===== src/rtl/nn_reset_pkg.sv =====
// Shared types and helpers for the reset sequencer.
package nn_reset_pkg;

  // Legal range for the number of sequenced stage resets.
  localparam int unsigned NUM_STAGES_MIN = 1;
  localparam int unsigned NUM_STAGES_MAX = 16;

  typedef enum logic [1:0] {
    StHold,
    StRelease,
    StReady
  } seq_state_e;

  // Counter must be able to hold the larger of the two match values.
  function automatic int unsigned cnt_width(int unsigned hold, int unsigned gap);
    int unsigned m;
    m = (hold > gap) ? hold : gap;
    return $clog2(m + 1);
  endfunction

endpackage


===== src/rtl/nn_rise_detect.sv =====
// Rising-edge detector with a registered history bit and synchronous active-high reset.
module nn_rise_detect (
  input  logic clk,
  input  logic reset,
  input  logic din,
  output logic rise
);

  logic din_q;

  // Remember the previous sample of din.
  always_ff @(posedge clk) begin
    if (reset) begin
      din_q <= 1'b0;
    end else begin
      din_q <= din;
    end
  end

  // Rise is combinational on din so the consumer can act on the same edge.
  assign rise = din & ~din_q;

endmodule


===== src/rtl/nn_reset_sequencer.sv =====
// Staggered per-stage reset release with optional soft re-sequence.
// Build option: define NN_RESET_SEQ_SOFT_EN to compile in the soft_req / soft_ack path.
module nn_reset_sequencer
  import nn_reset_pkg::*;
#(
  parameter int unsigned NUM_STAGES       = 4,
  parameter int unsigned HOLD_CYCLES      = 16,
  parameter int unsigned STAGE_GAP_CYCLES = 8
) (
  input  logic                  clk,
  input  logic                  reset,
  input  logic                  soft_req,
  output logic                  soft_ack,
  output logic [NUM_STAGES-1:0] stage_reset,
  output logic                  all_ready
);

  localparam int unsigned CntW = cnt_width(HOLD_CYCLES, STAGE_GAP_CYCLES);

  if (NUM_STAGES < NUM_STAGES_MIN || NUM_STAGES > NUM_STAGES_MAX) begin : g_bad_num_stages
    $error("NUM_STAGES out of range");
  end

  seq_state_e            state_q;
  logic [CntW-1:0]       cnt_q;
  logic [CntW-1:0]       cnt_inc;
  logic [NUM_STAGES-1:0] stage_reset_q;
  logic [NUM_STAGES-1:0] stage_shift;
  logic                  all_ready_q;

  assign cnt_inc = cnt_q + CntW'(1);
  // Shifting in a zero clears the lowest still-set bit, so bits release in index order.
  assign stage_shift = stage_reset_q << 1;

`ifdef NN_RESET_SEQ_SOFT_EN
  logic soft_rise;
  logic soft_ack_q;

  nn_rise_detect u_soft_rise (
    .clk   (clk),
    .reset (reset),
    .din   (soft_req),
    .rise  (soft_rise)
  );

  assign soft_ack = soft_ack_q;
`else
  logic unused_soft_req;
  assign unused_soft_req = soft_req;
  assign soft_ack        = 1'b0;
`endif

  // Sequencer FSM; every output comes straight from a register.
  always_ff @(posedge clk) begin
    if (reset) begin
      state_q       <= StHold;
      cnt_q         <= '0;
      stage_reset_q <= '1;
      all_ready_q   <= 1'b0;
`ifdef NN_RESET_SEQ_SOFT_EN
      soft_ack_q    <= 1'b0;
`endif
    end else begin
`ifdef NN_RESET_SEQ_SOFT_EN
      soft_ack_q <= 1'b0;
`endif
      unique case (state_q)
        StHold: begin
          if (cnt_inc == CntW'(HOLD_CYCLES)) begin
            cnt_q         <= '0;
            stage_reset_q <= stage_shift;
            state_q       <= (stage_shift == '0) ? StReady : StRelease;
          end else begin
            cnt_q <= cnt_inc;
          end
        end
        StRelease: begin
          if (cnt_inc == CntW'(STAGE_GAP_CYCLES)) begin
            cnt_q         <= '0;
            stage_reset_q <= stage_shift;
            if (stage_shift == '0) begin
              state_q <= StReady;
            end
          end else begin
            cnt_q <= cnt_inc;
          end
        end
        StReady: begin
          all_ready_q <= 1'b1;
`ifdef NN_RESET_SEQ_SOFT_EN
          if (soft_rise) begin
            soft_ack_q    <= 1'b1;
            stage_reset_q <= '1;
            all_ready_q   <= 1'b0;
            cnt_q         <= '0;
            state_q       <= StHold;
          end
`endif
        end
        default: begin
          state_q <= StHold;
        end
      endcase
    end
  end

  assign stage_reset = stage_reset_q;
  assign all_ready   = all_ready_q;

endmodule


===== config.mk =====
export PLATFORM = sky130hd
export DESIGN_NAME = nn_reset_sequencer
export DESIGN_NICKNAME = d
export VERILOG_FILES = /design/src/rtl/nn_reset_pkg.sv /design/src/rtl/nn_rise_detect.sv /design/src/rtl/nn_reset_sequencer.sv
export SDC_FILE = /design/constraint.sdc
export NUM_CORES = 1
export LEC_CHECK = 0
export ABC_AREA = 1
export BUFFER_PORTS_ARGS = -buffer_cell sky130_fd_sc_hd__buf_2
export CORE_AREA = 4 4 41 43
export DETAILED_ROUTE_END_ITERATION = 8
export DIE_AREA = 0 0 45 47
export GPL_ROUTABILITY_DRIVEN = 0
export PLACE_DENSITY = 0.75
export RECOVER_POWER = 100
export SLEW_MARGIN = 20
export SYNTH_ARGS = -nofsm -noshare
export SYNTH_HDL_FRONTEND = slang
export SYNTH_SLANG_ARGS = --single-unit

===== constraint.sdc =====
create_clock -name clk -period 1.4 [get_ports clk]
set_clock_uncertainty 0.2 [all_clocks]
set_input_delay 0.14 -clock clk [delete_from_list [all_inputs] [get_ports clk]]
set_output_delay 0.14 -clock clk [all_outputs]
set_load 0.05 [all_outputs]

==> reports/metrics.csv, run 1 <==
metric;value;unit
core_area;0.001301;mm2
clock_latency;0.27;ns
yosysSeqAreaShare;39.59;%
violations;setup timing;
whs;0.2520;ns
fp.dieArea;0.002115;mm2
grt_pass1_vias;526;
synth.largest_area_cell;dfxtp_1;
wl_per_cell;11.46;um
fin_tns_setup;-0.4226;ns
pre_cts_ws;-0.1259;ns
diodes;0;
timing.fmax;681.0;MHz
critPathCaptureType;flip-flop;
post_synth_num_cell_types;21;
slew_violations;0;
r2r-start;cnt_q[0];
num_rows;13;
fin_crit;1.468;ns
final_common_cell;nand2_1;
setup_violations;9;
path_delay_family;simple AND/OR/NAND/NOR gates;
die_w;45;um
cts_sinks;12;
netlist_top_cells_area;dfxtp_1 (40%), nand2_1 (11%), nand3_1 (11%);
rsz0062_at_grt;yes;
met1_usage;18.20;%
clock_path_buffers;2;
busiest_layer;met2;
status;finished with violations;
fin_nets;106;
drive_above_1_share;37.00;%
first_pass_iters;3;
power.leakage;0.3289;nW
use_met2;24.29;%
path_cells;ha_4 -> nand3_2 -> nand2_1 -> nand2_2 -> inv_4 -> nand3_4 -> nand2_1 -> nand2_1 -> a21oi_2;
cp_slowest_stage_delay;0.38;ns
routed_via_density;4.991;
ys_seq_elements;12;
cap_violations;0;
die_y;47;um
critPathArrivalTime;1.48;ns
pin_count;9;
mostFrequentLayoutCells;nand2_1 (16), nand3_1 (11), dfxtp_1 (8);
avgSynthCellArea;7.311;um2
use_met3;5.364;%
clk_pin_slew;0.07;ns
cp-start-kind;flip-flop;
p_total;0.0006179;W
synth_nets;87;
num_vias;574;
netlist.area_leader.share;39.59;%
min_period_over_period;104.9;%
syn_inst;83;
route.detailed.drc;0;
yosys_warnings;0;
ant_nets;0;
worstSetupPathType;reg -> reg;
portBuffers;6;
grt_max_degree;8;
critPathSlowestCell;dfxtp_4;
cp.required;1.42;ns
wirelength;1318;um
drt_iter0_drc;6;
cp_common_cell;nand2_1;
grt_first_pass_wirelength;2318;um
tritoncts;built;
root_buffer;clkbuf_4;
area_delta_synth_final;31.13;%
critPathLaunch;cnt_q[0];
critical_path.max_fanout;5;
dp_hpwl;948.4;um
finalHoldViolCount;0;
grt_use_total;14.92;%
min_from;all_ready;
start_util;46.63;%
ir_drop;0.0003869;V
worst_slack;-0.06834;ns
path_buf_inv;1;
antenna_found_initial;0;
synth_area;606.8;um2
cellPowerDensity;776.5;mW/mm2
min_path_type;reg -> reg;
overflow;0;
cts_buffers;3;
h-tree-depth;1;
## synthesized netlist by cell type, drive strengths merged
library cell	instances
nand2	22
ha	1
nand3	14
nor2	6
o211ai	1
inv	9
o21ai	1
buf	1
a21oi	8
dfxtp	12
conb	1
or2	1
nand3b	2
nand4	3
nor3	1
## timing repair
item / CTS / global route
gates cloned: 1 / 0
hold endpoints to repair: 5 / 0
setup endpoints to repair: 9 / 10
pin swaps: 3 / 4
buffers inserted: 0 / 1
resized for setup: 9 / 2
hold buffers: 1 / 0
## logic make-up after synthesis
family,Yosys count,share of synthesized area [%]
buffers and inverters,10,6.804
other,1,0.6180
AOI/OAI and AO/OA,10,9.278
DFF,12,39.59
adders and majority gates,1,2.062
and+or+nand+nor,49,41.65
## layout make-up
type / count / area (um2)
clock buffers: 3 / 22.52
fillers: 120 / 505.5
inverters: 9 / 36.28
multi-input cells: 62 / 376.6
flip-flops and latches: 12 / 252.7
well taps: 15 / 18.77
repair buffers: 14 / 88.84
## report_power, final
| group | switching (W) | total, W | internal, W |
|---|---|---|---|
| registers | 0.0000122 | 0.000361 | 0.000348 |
| logic | 0.0000252 | 0.0000457 | 0.0000205 |
| clock network | 0.000112 | 0.000212 | 0.0000997 |
## flip-flops by register name, indices dropped and copies added (netlist names)
name,count
cnt_q,5
stage_reset,4
state_q,2
all_ready,1
## metal layers
layer	part of all wire (%)	vias to the layer above	wire, um
met1	46	249	602
met2	48	11	628
met4	2.6	0	34
met5	0	-	0
met3	3.9	4	52
li1	-	310	-
## metrics by stage
stage                     util [%]  instance area, um2  cells
after global placement       55.19               718.2    109
after CTS                    60.58               788.3    114
after global routing         61.15               795.8    115
after detailed placement     55.19               718.2    109
final                        61.15               795.8    115
after floorplan                  -               631.9     83
## worst register-to-register path: stages, from the launching register on
cell     delay, ns
dfxtp_4       0.38
ha_4          0.16
nand3_2       0.07
nand2_1       0.07
nand2_2       0.07
inv_4         0.09
nand3_4       0.10
nand2_1       0.07
nand2_1       0.06
a21oi_2       0.13
## path summary, 6_finish.rpt
path	cells after the start	to	slack [ns]
worst max register to register	9	state_q[1]	-0.07
worst min-delay path	2	all_ready	0.25
worst min register to register	2	all_ready	0.25
worst max-delay path	9	state_q[1]	-0.07
(Power assumes the default switching activity.)
==> run 2, diff against run 1 <==
--- a/config.mk
+++ b/config.mk
@@ -13,6 +13,7 @@
 export GPL_ROUTABILITY_DRIVEN = 0
 export PLACE_DENSITY = 0.75
 export RECOVER_POWER = 100
+export SKIP_CTS_REPAIR_TIMING = 1
 export SLEW_MARGIN = 20
 export SYNTH_ARGS = -nofsm -noshare
 export SYNTH_HDL_FRONTEND = slang
==> run 2 against run 1 <==
Compared with the run above:
- the run still ends with setup timing left
- non-clock buffer count unchanged
- clock power about the same
- worst setup slack worse by 0.0047 ns
- sequential power about the same
- critical endpoint is now stage_reset[1]
- fmax down 0.32%
- largest cell class unchanged
- register-to-register slack about the same
- final area up 0.79%
==> reports/metrics.csv, run 2 (synthesis gave the netlist of run 1 again) <==
metric;value;unit;change
status;finished with violations;;
violations;setup timing;;
min_to;all_ready;;
r2r-start;cnt_q[0];;
final_core_util;61.63;%;+0.48 points
clock_latency;0.27;ns;about the same
largest_reg_flops;5;;unchanged
fin_area;802.0;um2;+0.79%
slew_violations;0;;unchanged
first_pass_iters;2;;-1
timing.fmax;678.9;MHz;-0.32%
mostFrequentLayoutCells;nand2_1 (16), nand3_1 (10), dfxtp_1 (8);;
num_rows;13;;unchanged
use_met3;4.981;%;-0.38 points
root_buffer;clkbuf_4;;
route.detailed.drc;0;;unchanged
cts_buffers;3;;unchanged
antenna_found_initial;0;;unchanged
finalHoldViolCount;0;;unchanged
grt_pass1_vias;493;;-6.3%
wirelength;1319;um;about the same
ir_drop;0.0004058;V;+4.9%
place_area;718.2;um2;unchanged
fill_cells;116;;-3.3%
num_vias;575;;+0.17%
drt_iter0_drc;3;;-3
power.leakage;0.3345;nW;+1.7%
use_met2;22.32;%;-2.0 points
cp.required;1.35;ns;-0.07 ns
clk_pin_slew;0.07;ns;about the same
core_area;0.001301;mm2;unchanged
overflow;0;;unchanged
tritoncts;built;;
min_period_over_period;105.2;%;+0.34 points
setup_violations;9;;unchanged
rsz0062_at_grt;yes;;
ant_nets;0;;unchanged
grt_first_pass_wirelength;2104;um;-9.2%
diodes;0;;unchanged
cts_sinks;12;;unchanged
fin_nets;106;;unchanged
critPathCaptureType;flip-flop;;
reg2reg_to;stage_reset[1];;
path_cells;ha_4 -> nand3_2 -> nand2_1 -> nand2_2 -> inv_4 -> nor2_4 -> nand2_4 -> nand2_2 -> nand2_1 -> nand3_1;;
wl_per_cell;11.47;um;about the same
critical_path.max_fanout;5;;unchanged
clock_path_buffers;2;;unchanged
pre_cts_ws;-0.1259;ns;unchanged
finalNonFillerCells;115;;unchanged
worst_slack;-0.07304;ns;-0.004699 ns
drive_above_1_share;39.00;%;+2.0 points
h-tree-depth;1;;unchanged
critPathArrivalTime;1.43;ns;-0.05 ns
cap_violations;0;;unchanged
cellPowerDensity;772.5;mW/mm2;-0.52%
start_util;46.63;%;unchanged
whs;0.2524;ns;+0.0004320 ns
reg2reg_slack;-0.07;ns;about the same
dpl.cell_count;109;;unchanged
holdPathStages;2;;unchanged
cp-start-kind;flip-flop;;
fp.dieArea;0.002115;mm2;unchanged
path_delay_family;simple AND/OR/NAND/NOR gates;;
dp_hpwl;948.4;um;unchanged
worstSetupPathType;reg -> reg;;
pin_count;9;;unchanged
reg2reg_depth;10;;+1
grt_max_degree;10;;+2
grt_use_total;13.49;%;-1.4 points
portBuffers;6;;unchanged
min_from;all_ready;;
fin_crit;1.473;ns;+0.004699 ns
critPathSlowestCell;dfxtp_4;;
met1_usage;16.59;%;-1.6 points
path_buf_inv;1;;unchanged
cp_slowest_stage_delay;0.38;ns;about the same
routed_via_density;5.000;;+0.17%
final_common_cell;nand2_1;;
die_y;47;um;unchanged
min_path_type;reg -> reg;;
busiest_layer;met2;;
area_delta_synth_final;32.16;%;
die_w;45;um;unchanged
max_flop_register;cnt_q;;
## run 2: cell count changes in the layout (fill, tap and decap cells not counted), sizes merged
cell / delta
clkbuf: -4
buf: +4
## run 2: worst max path at each step
stage                  start        endpoint  slack (ns)  cells after the start
finish              cnt_q[0]  stage_reset[1]       -0.07                     10
detailed placement  cnt_q[2]  stage_reset[3]       -0.13                      7
global placement    cnt_q[1]  stage_reset[3]       -0.10                      8
floorplan           cnt_q[1]  stage_reset[1]       -0.02                      8
CTS                 cnt_q[2]  stage_reset[3]       -0.15                      7
global route        cnt_q[0]  stage_reset[3]       -0.15                      8
## run 2: worst reg2reg max path: stages (launching register included)
cell and delay [ns]:
dfxtp_4 0.38, ha_4 0.16, nand3_2 0.07, nand2_1 0.07
nand2_2 0.08, inv_4 0.09, nor2_4 0.05, nand2_4 0.07
nand2_2 0.07, nand2_1 0.06, nand3_1 0.06
## run 2: layout make-up
class / count / area [um2] / area share (%)
multi-input cells: 62 / 381.6 / 47.58
flip-flops and latches: 12 / 250.2 / 31.20
repair buffers: 14 / 92.59 / 11.54
inverters: 9 / 36.28 / 4.524
clock buffers: 3 / 22.52 / 2.808
well taps: 15 / 18.77 / 2.340
## run 2: metal layers
| layer | vias to the layer above | part of all wire, % |
|---|---|---|
| met5 | - | 0 |
| met1 | 257 | 46 |
| met3 | 2 | 4.1 |
| li1 | 309 | - |
| met2 | 7 | 49 |
| met4 | 0 | 1.1 |
## run 2: stage by stage
step	power (W)	TNS [ns]
final	0.0006195	-0.5197
after global routing	0.0006453	-1.229
after CTS	0.0006254	-0.9849
after detailed placement	0.0004116	-0.8128
after global placement	0.0004096	-0.5344
after floorplan	0.0004015	-0.05695
## run 2: where the power goes
part           internal (W)  leakage (nW)  switching, W   total, W
Sequential         0.000349        0.0995     0.0000123   0.000362
Clock             0.0000996        0.0138      0.000113   0.000212
Combinational     0.0000206         0.221     0.0000250  0.0000456
Total              0.000470         0.334      0.000150   0.000620
